### config.mk
export PLATFORM = sky130hd
export DESIGN_NAME = tdmi_rx_core
export DESIGN_NICKNAME = d
export VERILOG_FILES = /design/src/rtl/tdmi_rx_core.sv
export SDC_FILE = /design/constraint.sdc
export NUM_CORES = 1
export LEC_CHECK = 0
export BUFFER_PORTS_ARGS = -buffer_cell sky130_fd_sc_hd__buf_2
export CAP_MARGIN = 15
export CORE_MARGIN = 4
export CORE_UTILIZATION = 40
export CTS_CLUSTER_SIZE = 8
export DETAILED_ROUTE_END_ITERATION = 16
export GPL_ROUTABILITY_DRIVEN = 0
export PLACE_DENSITY_LB_ADDON = 0.15
export RECOVER_POWER = 100
export SETUP_SLACK_MARGIN = 0.5
export SYNTH_ARGS = -nofsm -noshare
export SYNTH_HDL_FRONTEND = slang
export SYNTH_SLANG_ARGS = --single-unit
### constraint.sdc
create_clock -name serial_clk_inv -period 20.9 [get_ports serial_clk_inv]
set_clock_uncertainty 0.05 [all_clocks]
set_input_delay 0 -clock serial_clk_inv [delete_from_list [all_inputs] [get_ports serial_clk_inv]]
set_output_delay 0 -clock serial_clk_inv [all_outputs]
set_load 0.05 [all_outputs]
### src/rtl/tdmi_rx_core.sv
`timescale 1ns/1ps
// tdmi_rx_core: 32-channel x 8-bit serial TDM receiver with frame-sync lock FSM and channel store.
// Latency: word_valid/word_data/frame_done register on the same edge as the 8th bit of a byte.
// Backpressure: none, the serial stream cannot be stalled; optional sticky sync_err under `TDMI_SYNC_ERR_EN.
module tdmi_rx_core (
    input  logic       serial_clk_inv,
    input  logic       reset,
    input  logic       data_in,
    input  logic       frame_sync_in,
    input  logic       sync_err_clr,
    input  logic [4:0] rd_ch,
    output logic [7:0] rd_data,
    output logic       word_valid,
    output logic [4:0] word_ch,
    output logic [7:0] word_data,
    output logic       word_toggle,
    output logic       frame_done,
    output logic [7:0] frame_cnt,
    output logic       locked,
    output logic       sync_err
);

    typedef enum logic {
        HUNT   = 1'b0,
        LOCKED = 1'b1
    } state_t;

    state_t      state_q, state_d;
    logic        fs_d_q;
    logic [7:0]  shift_q, shift_d;
    logic [2:0]  bit_cnt_q, bit_cnt_d;
    logic [4:0]  ch_cnt_q, ch_cnt_d;
    logic [1:0]  miss_cnt_q, miss_cnt_d;
    logic        word_valid_q, word_valid_d;
    logic [4:0]  word_ch_q, word_ch_d;
    logic [7:0]  word_data_q, word_data_d;
    logic        word_toggle_q, word_toggle_d;
    logic        frame_done_q, frame_done_d;
    logic [7:0]  frame_cnt_q, frame_cnt_d;
    logic        locked_q, locked_d;
    logic [7:0]  mem_q [32];

    logic        fs_edge;
    logic [7:0]  byte_nxt;
    logic        mem_we;
    logic        sync_set;
    logic [1:0]  miss_inc;

    assign fs_edge  = frame_sync_in & ~fs_d_q;
    assign byte_nxt = {shift_q[6:0], data_in};
    assign miss_inc = (miss_cnt_q == 2'd3) ? 2'd3 : miss_cnt_q + 2'd1;

    // Next-state: realign on any frame-sync rising edge, otherwise shift/count while locked
    always_comb begin
        state_d       = state_q;
        shift_d       = shift_q;
        bit_cnt_d     = bit_cnt_q;
        ch_cnt_d      = ch_cnt_q;
        miss_cnt_d    = miss_cnt_q;
        word_valid_d  = 1'b0;
        word_ch_d     = word_ch_q;
        word_data_d   = word_data_q;
        word_toggle_d = word_toggle_q;
        frame_done_d  = 1'b0;
        frame_cnt_d   = frame_cnt_q;
        mem_we        = 1'b0;
        sync_set      = 1'b0;

        if (fs_edge) begin
            // A sync anywhere but the expected frame start throws away the partial byte;
            // this also covers a sync landing on the last bit of channel 31.
            if ((state_q == LOCKED) && ((bit_cnt_q != 3'd0) || (ch_cnt_q != 5'd0)))
                sync_set = 1'b1;
            shift_d    = {7'b0, data_in};
            bit_cnt_d  = 3'd1;
            ch_cnt_d   = 5'd0;
            miss_cnt_d = 2'd0;
            state_d    = LOCKED;
        end else if (state_q == LOCKED) begin
            shift_d   = byte_nxt;
            bit_cnt_d = bit_cnt_q + 3'd1;
            if (bit_cnt_q == 3'd7) begin
                mem_we        = 1'b1;
                word_valid_d  = 1'b1;
                word_ch_d     = ch_cnt_q;
                word_data_d   = byte_nxt;
                word_toggle_d = ~word_toggle_q;
                ch_cnt_d      = ch_cnt_q + 5'd1;
                if (ch_cnt_q == 5'd31) begin
                    frame_done_d = 1'b1;
                    frame_cnt_d  = frame_cnt_q + 8'd1;
                end
            end
            // Expected frame start passed without a sync pulse
            if ((bit_cnt_q == 3'd0) && (ch_cnt_q == 5'd0)) begin
                miss_cnt_d = miss_inc;
                if (miss_inc == 2'd2) begin
                    state_d  = HUNT;
                    sync_set = 1'b1;
                end
            end
        end

        locked_d = (state_d == LOCKED);
    end

    // Register FSM state, counters and all outputs
    always_ff @(posedge serial_clk_inv or posedge reset) begin
        if (reset) begin
            state_q       <= HUNT;
            fs_d_q        <= 1'b0;
            shift_q       <= 8'h00;
            bit_cnt_q     <= 3'd0;
            ch_cnt_q      <= 5'd0;
            miss_cnt_q    <= 2'd0;
            word_valid_q  <= 1'b0;
            word_ch_q     <= 5'd0;
            word_data_q   <= 8'h00;
            word_toggle_q <= 1'b0;
            frame_done_q  <= 1'b0;
            frame_cnt_q   <= 8'h00;
            locked_q      <= 1'b0;
        end else begin
            state_q       <= state_d;
            fs_d_q        <= frame_sync_in;
            shift_q       <= shift_d;
            bit_cnt_q     <= bit_cnt_d;
            ch_cnt_q      <= ch_cnt_d;
            miss_cnt_q    <= miss_cnt_d;
            word_valid_q  <= word_valid_d;
            word_ch_q     <= word_ch_d;
            word_data_q   <= word_data_d;
            word_toggle_q <= word_toggle_d;
            frame_done_q  <= frame_done_d;
            frame_cnt_q   <= frame_cnt_d;
            locked_q      <= locked_d;
        end
    end

    // Channel store; cleared by reset, retained across HUNT
    always_ff @(posedge serial_clk_inv or posedge reset) begin
        if (reset) begin
            for (int i = 0; i < 32; i++) mem_q[i] <= 8'h00;
        end else if (mem_we) begin
            mem_q[ch_cnt_q] <= byte_nxt;
        end
    end

`ifdef TDMI_SYNC_ERR_EN
    logic sync_err_q, sync_err_d;

    // Sticky error: a set on the same edge as a clear wins
    always_comb begin
        sync_err_d = sync_set | (sync_err_q & ~sync_err_clr);
    end

    // Register sticky sync error
    always_ff @(posedge serial_clk_inv or posedge reset) begin
        if (reset) sync_err_q <= 1'b0;
        else       sync_err_q <= sync_err_d;
    end

    assign sync_err = sync_err_q;
`else
    logic unused_sync_err;
    assign unused_sync_err = sync_err_clr | sync_set;
    assign sync_err        = 1'b0;
`endif

    assign rd_data     = mem_q[rd_ch];
    assign word_valid  = word_valid_q;
    assign word_ch     = word_ch_q;
    assign word_data   = word_data_q;
    assign word_toggle = word_toggle_q;
    assign frame_done  = frame_done_q;
    assign frame_cnt   = frame_cnt_q;
    assign locked      = locked_q;

endmodule
### After elaboration in Yosys (flattened, before gate mapping)

Index checks and enable logic that the tools add are counted.

| word-level totals | value |
|---|---|
| flip-flop bits (word level) | 299 |
| bits of input ports | 10 |
| word-level logic and storage cells | 100 |

| operators by class | value |
|---|---|
| $add $sub $neg | 4 |
| order comparisons | 3 |
| eq/ne operators | 4 |
| mux-type cells | 28 |
| bitwise logic cells | 6 |
| reductions and logical operators | 11 |

Operator list:

| cell | number |
|---|---|
| $bwmux W256 | 1 |
| $bmux W8 S5 | 1 |
| $demux W8 S5 | 1 |
| $mux W8 | 3 |
| $mux W5 | 3 |
| $mux W7 | 2 |
| $ge A6 B6 Y1 const B | 2 |
| $not A5 Y6 | 2 |
| $mux W1 | 11 |
| $add A8 B1 Y8 const B | 1 |
| $mux W2 | 4 |
| $lt A6 B1 Y1 const B | 1 |
| $mux W3 | 2 |
| $reduce_bool A2 Y1 | 3 |
| $add A5 B1 Y5 const B | 1 |
| $eq A5 B5 Y1 const B | 1 |
| $logic_not A5 Y1 | 1 |
| $eq A2 B2 Y1 const B | 2 |
| $reduce_and A2 Y1 | 2 |
| $reduce_and A4 Y1 | 1 |
| $add A3 B1 Y3 const B | 1 |
| $eq A3 B3 Y1 const B | 1 |
| $logic_not A3 Y1 | 1 |
| $not A1 Y1 | 3 |
| 4 further kinds | 5 |

### Longest topological paths before layout

| logic depth | value |
|---|---|
| depth after elaboration | 7 |
| gate-level depth with buffers | 8 |

### Worst setup path before layout

OpenSTA, ideal clock, no wires.

| timing path | value |
|---|---|
| kind | register to register |
| start | register locked (netlist name) |
| end | register mem_q[224] in the netlist's numbering |
| data arrival time | 2.057 ns |
| setup slack | 18.668 ns |
| cell stages (with the launch flop) | 8 |
| path buffers | 3 |
| period minus slack after synthesis | 2.232 ns |
| cells stage by stage | dfrtp_1 -> buf_2 -> and2_1 -> buf_2 -> and3_1 -> clkbuf_1 -> nand2_1 -> mux2_2 |

RTL lines:

| what | line | RTL |
|---|---|---|
| end signal, assigned by index | 145 | `mem_q[ch_cnt_q] <= byte_nxt;` |
| end, declared | 41 | `logic [7:0] mem_q [32];` |

==> flow_summary.ini <==
[cells_and_area]
area_growth_pct = 12.9
final_core_util_pct = 46.2
drive_above_1_share_pct = 47.6
fin_nets = 905

[cts]
tritoncts = done
clk_latency_ps = 520
cts_max_level = 2
cts_max_path_buffers = 3
cts_buffers = 43
clkSlewWorstSetupHoldPaths_ps = 50
ctsResizeCount = 0
clockRootBuffer = clkbuf_16
postCtsSetupRepairBufs = 0
cts_num_sinks = 299

[yosys]
synth_cells = 844
synth_top_area_cell = dfrtp_1
syn_nets = 863
synth_area_leaders = dfrtp_1 56%, mux2_2 23%, mux4_2 13%, nand2_1 1.2%, clkbuf_1 1.1%
synth.distinct_cells = 30
yosysWarnings = 0
ys_ff_latch = 299
ys_seq_area_share_pct = 55.6
yosys.area.top_type_share_pct = 55.6
yosysMostFrequentCell = dfrtp_1
synth_area_sq_um = 13400
ys_async_sr_fraction_pct = 100
yosys-top-cells-count = 299 x dfrtp_1, 279 x mux2_2, 80 x mux4_2
synth_flop_cell = dfrtp_1
synth_edf_count = 0
avgSynthCellArea_sq_um = 15.9

[pwr]
ir_drop_mv = 0.0799
p_per_area_nw_per_um2 = 98.2
leakage_nw = 7.38
clockPowerShare_pct = 40.3
seqPwrFrac_pct = 44.1
pwr-share-comb_pct = 15.6
power.net_switching_w = 0.000425
switching_share_pct = 28.5
internal_power_w = 0.00107

[timing]
fin_crit_ps = 7630
whs_ps = 137
fmax_ghz = 0.131
finalHoldViolations = 0
tightest_slew_ps = 5310
timing.final.crit_share_pct = 36.5
setup_tns_ps = 0
slew_headroom_pct = -256
setup_violations = 0
drv_slew = 356
grt_setup_unrepaired = no

[floorplanning]
initial_core_util_pct = 40.9
dieHeight_microns = 191
pin_count = 44
die_w_microns = 191
row_count = 66
core_sq_um = 32900
die-area_sq_um = 36600

[route]
dr.first_iter.drc_count = 296
drc_errors = 0
totalWireLength_microns = 31700
avgViaCountPerCell = 5.55
avgRoutedWirePerCell_microns = 23.8
num_vias = 7393
ant_nets = 0
first_pass_iters = 4

[grt]
grt_max_degree = 124
grt-ovfl-total = 0
antenna_found_initial = 1
grtUsageTotal_pct = 18.1
grt_pass1_vias = 8432
grt_pass1_wl_microns = 50500

[placed_design]
io_buffers = 41
hpwl_microns = 19800

[worst_setup_path]
required_ps = 20740
startpoint_type = primary input
rrSetupSlack_ps = 17890
r2r_cells = 4
crit_path_max_fanout = 123
worstPathArrival_ps = 7470
endpoint_kind = async pin
rr_endpoint = mem_q[153]
rr_startpoint = locked
path_class = in -> async

[outcome]
status = complete, but fails checks
violations = capacitance limit, slew limit

[hold_path]
hold_start = frame_sync_in
hold_end = fs_d_q
hold_path.class = in -> reg
hold_depth = 2

[job]
drv_cap = 6
[cell type report]
type                            instances  area (sq um)
Fill cell                            2925         17700
Sequential cell                       299          7480
Multi-Input combinational cell        479          5680
Clock buffer                           44          1100
Tap cell                              442           553
Timing Repair Buffer                   58           310
Clock inverter                          3          32.5
Inverter                                5          20.0
Antenna cell                            1          2.50
[worst max-delay path, stage by stage]
cell           delay [ps]
dlygate4sd3_1         530
buf_2                 120
clkinvlp_2           2910
clkbuf_1             1380
clkbuf_1             2380
[what timing repair did]
item                       4_1_cts  5_1_grt
hold endpoints to repair       139        0
hold buffers                     2        0
setup endpoints to repair        0        0
[power by group through the flow]
| stage | logic [W] | registers (W) | clock network, W |
|---|---|---|---|
| floorplan | 0.000135 | 0.000689 | 0 |
| global placement | 0.000213 | 0.000674 | 0 |
| detailed placement | 0.000220 | 0.000679 | 0 |
| CTS | 0.000221 | 0.000670 | 0.000617 |
| global route | 0.000255 | 0.000664 | 0.000641 |
| finish | 0.000232 | 0.000658 | 0.000601 |
[per-layer routing]
layer | vias up | wire length [microns] | GRT usage [%]
met1 | 4030 | 13900 | 25.2
li1 | 3188 | - | -
met2 | 129 | 15900 | 30.0
met4 | 0 | 554 | 3.92
met3 | 46 | 1260 | 3.09
met5 | - | 0 | 0
[worst max path at each step]
stage / from / endpoint / slack, ps / depth (start not counted)
floorplan: reset / bit_cnt_q[0] / 12590 / 1
detailed placement: rd_ch[1] / rd_data[5] / 17810 / 6
global placement: rd_ch[1] / rd_data[5] / 17810 / 6
CTS: rd_ch[1] / rd_data[5] / 17810 / 6
finish: reset / mem_q[212] / 13270 / 5
global route: reset / mem_q[196] / 11660 / 5
[layout by cell type (no fill, tap or decap), types with 2 or more instances in the layout]
cell type	n
a21oi_1	3
and3_1	9
and3b_1	2
and4b_1	2
buf_16	2
buf_2	8
buf_4	6
clkbuf_1	40
clkbuf_16	44
dfrtp_1	299
dlygate4sd3_1	2
ha_1	9
inv_1	4
mux2_2	279
mux2i_1	8
mux4_2	80
nand2_1	42
nand4_1	4
nor2_1	16
nor3_1	2
nor3b_1	3
xnor2_1	6
xor2_1	6
[metrics by stage]
step	instance area (sq um)	instances	setup slack [ps]	power, W
2_1_floorplan	13400	844	12590	0.000824
3_5_place_dp	14000	1277	17810	0.000899
5_1_grt	15200	1330	11660	0.00156
4_1_cts	15200	1326	17810	0.00151
6_report	15200	1331	13270	0.00149
3_3_place_gp	14000	1277	17810	0.000887
[sequential cells by signal, summed over array words and instances (netlist names)]
register,count
bit_cnt_q,3
ch_cnt_q,5
frame_cnt,8
frame_done,1
fs_d_q,1
locked,1
mem_q,256
miss_cnt_q,2
shift_q,7
word_ch,5
word_data,8
word_toggle,1
word_valid,1
[cell families (layout without fill, tap and decap cells)]
| logic type | count (synthesis) | count (layout) | synth area share, % |
|---|---|---|---|
| compound gates | 5 | 5 | 0.214 |
| xor+xnor | 12 | 12 | 0.782 |
| fa+ha+maj | 9 | 9 | 0.837 |
| buf+inv | 66 | 110 | 2.14 |
| flops | 299 | 299 | 55.6 |
| mux | 367 | 367 | 37.4 |
| other cells | 1 | 2 | 0.0279 |
| simple gates | 85 | 85 | 3.01 |
Note: power is estimated with default switching activity, not from simulation.
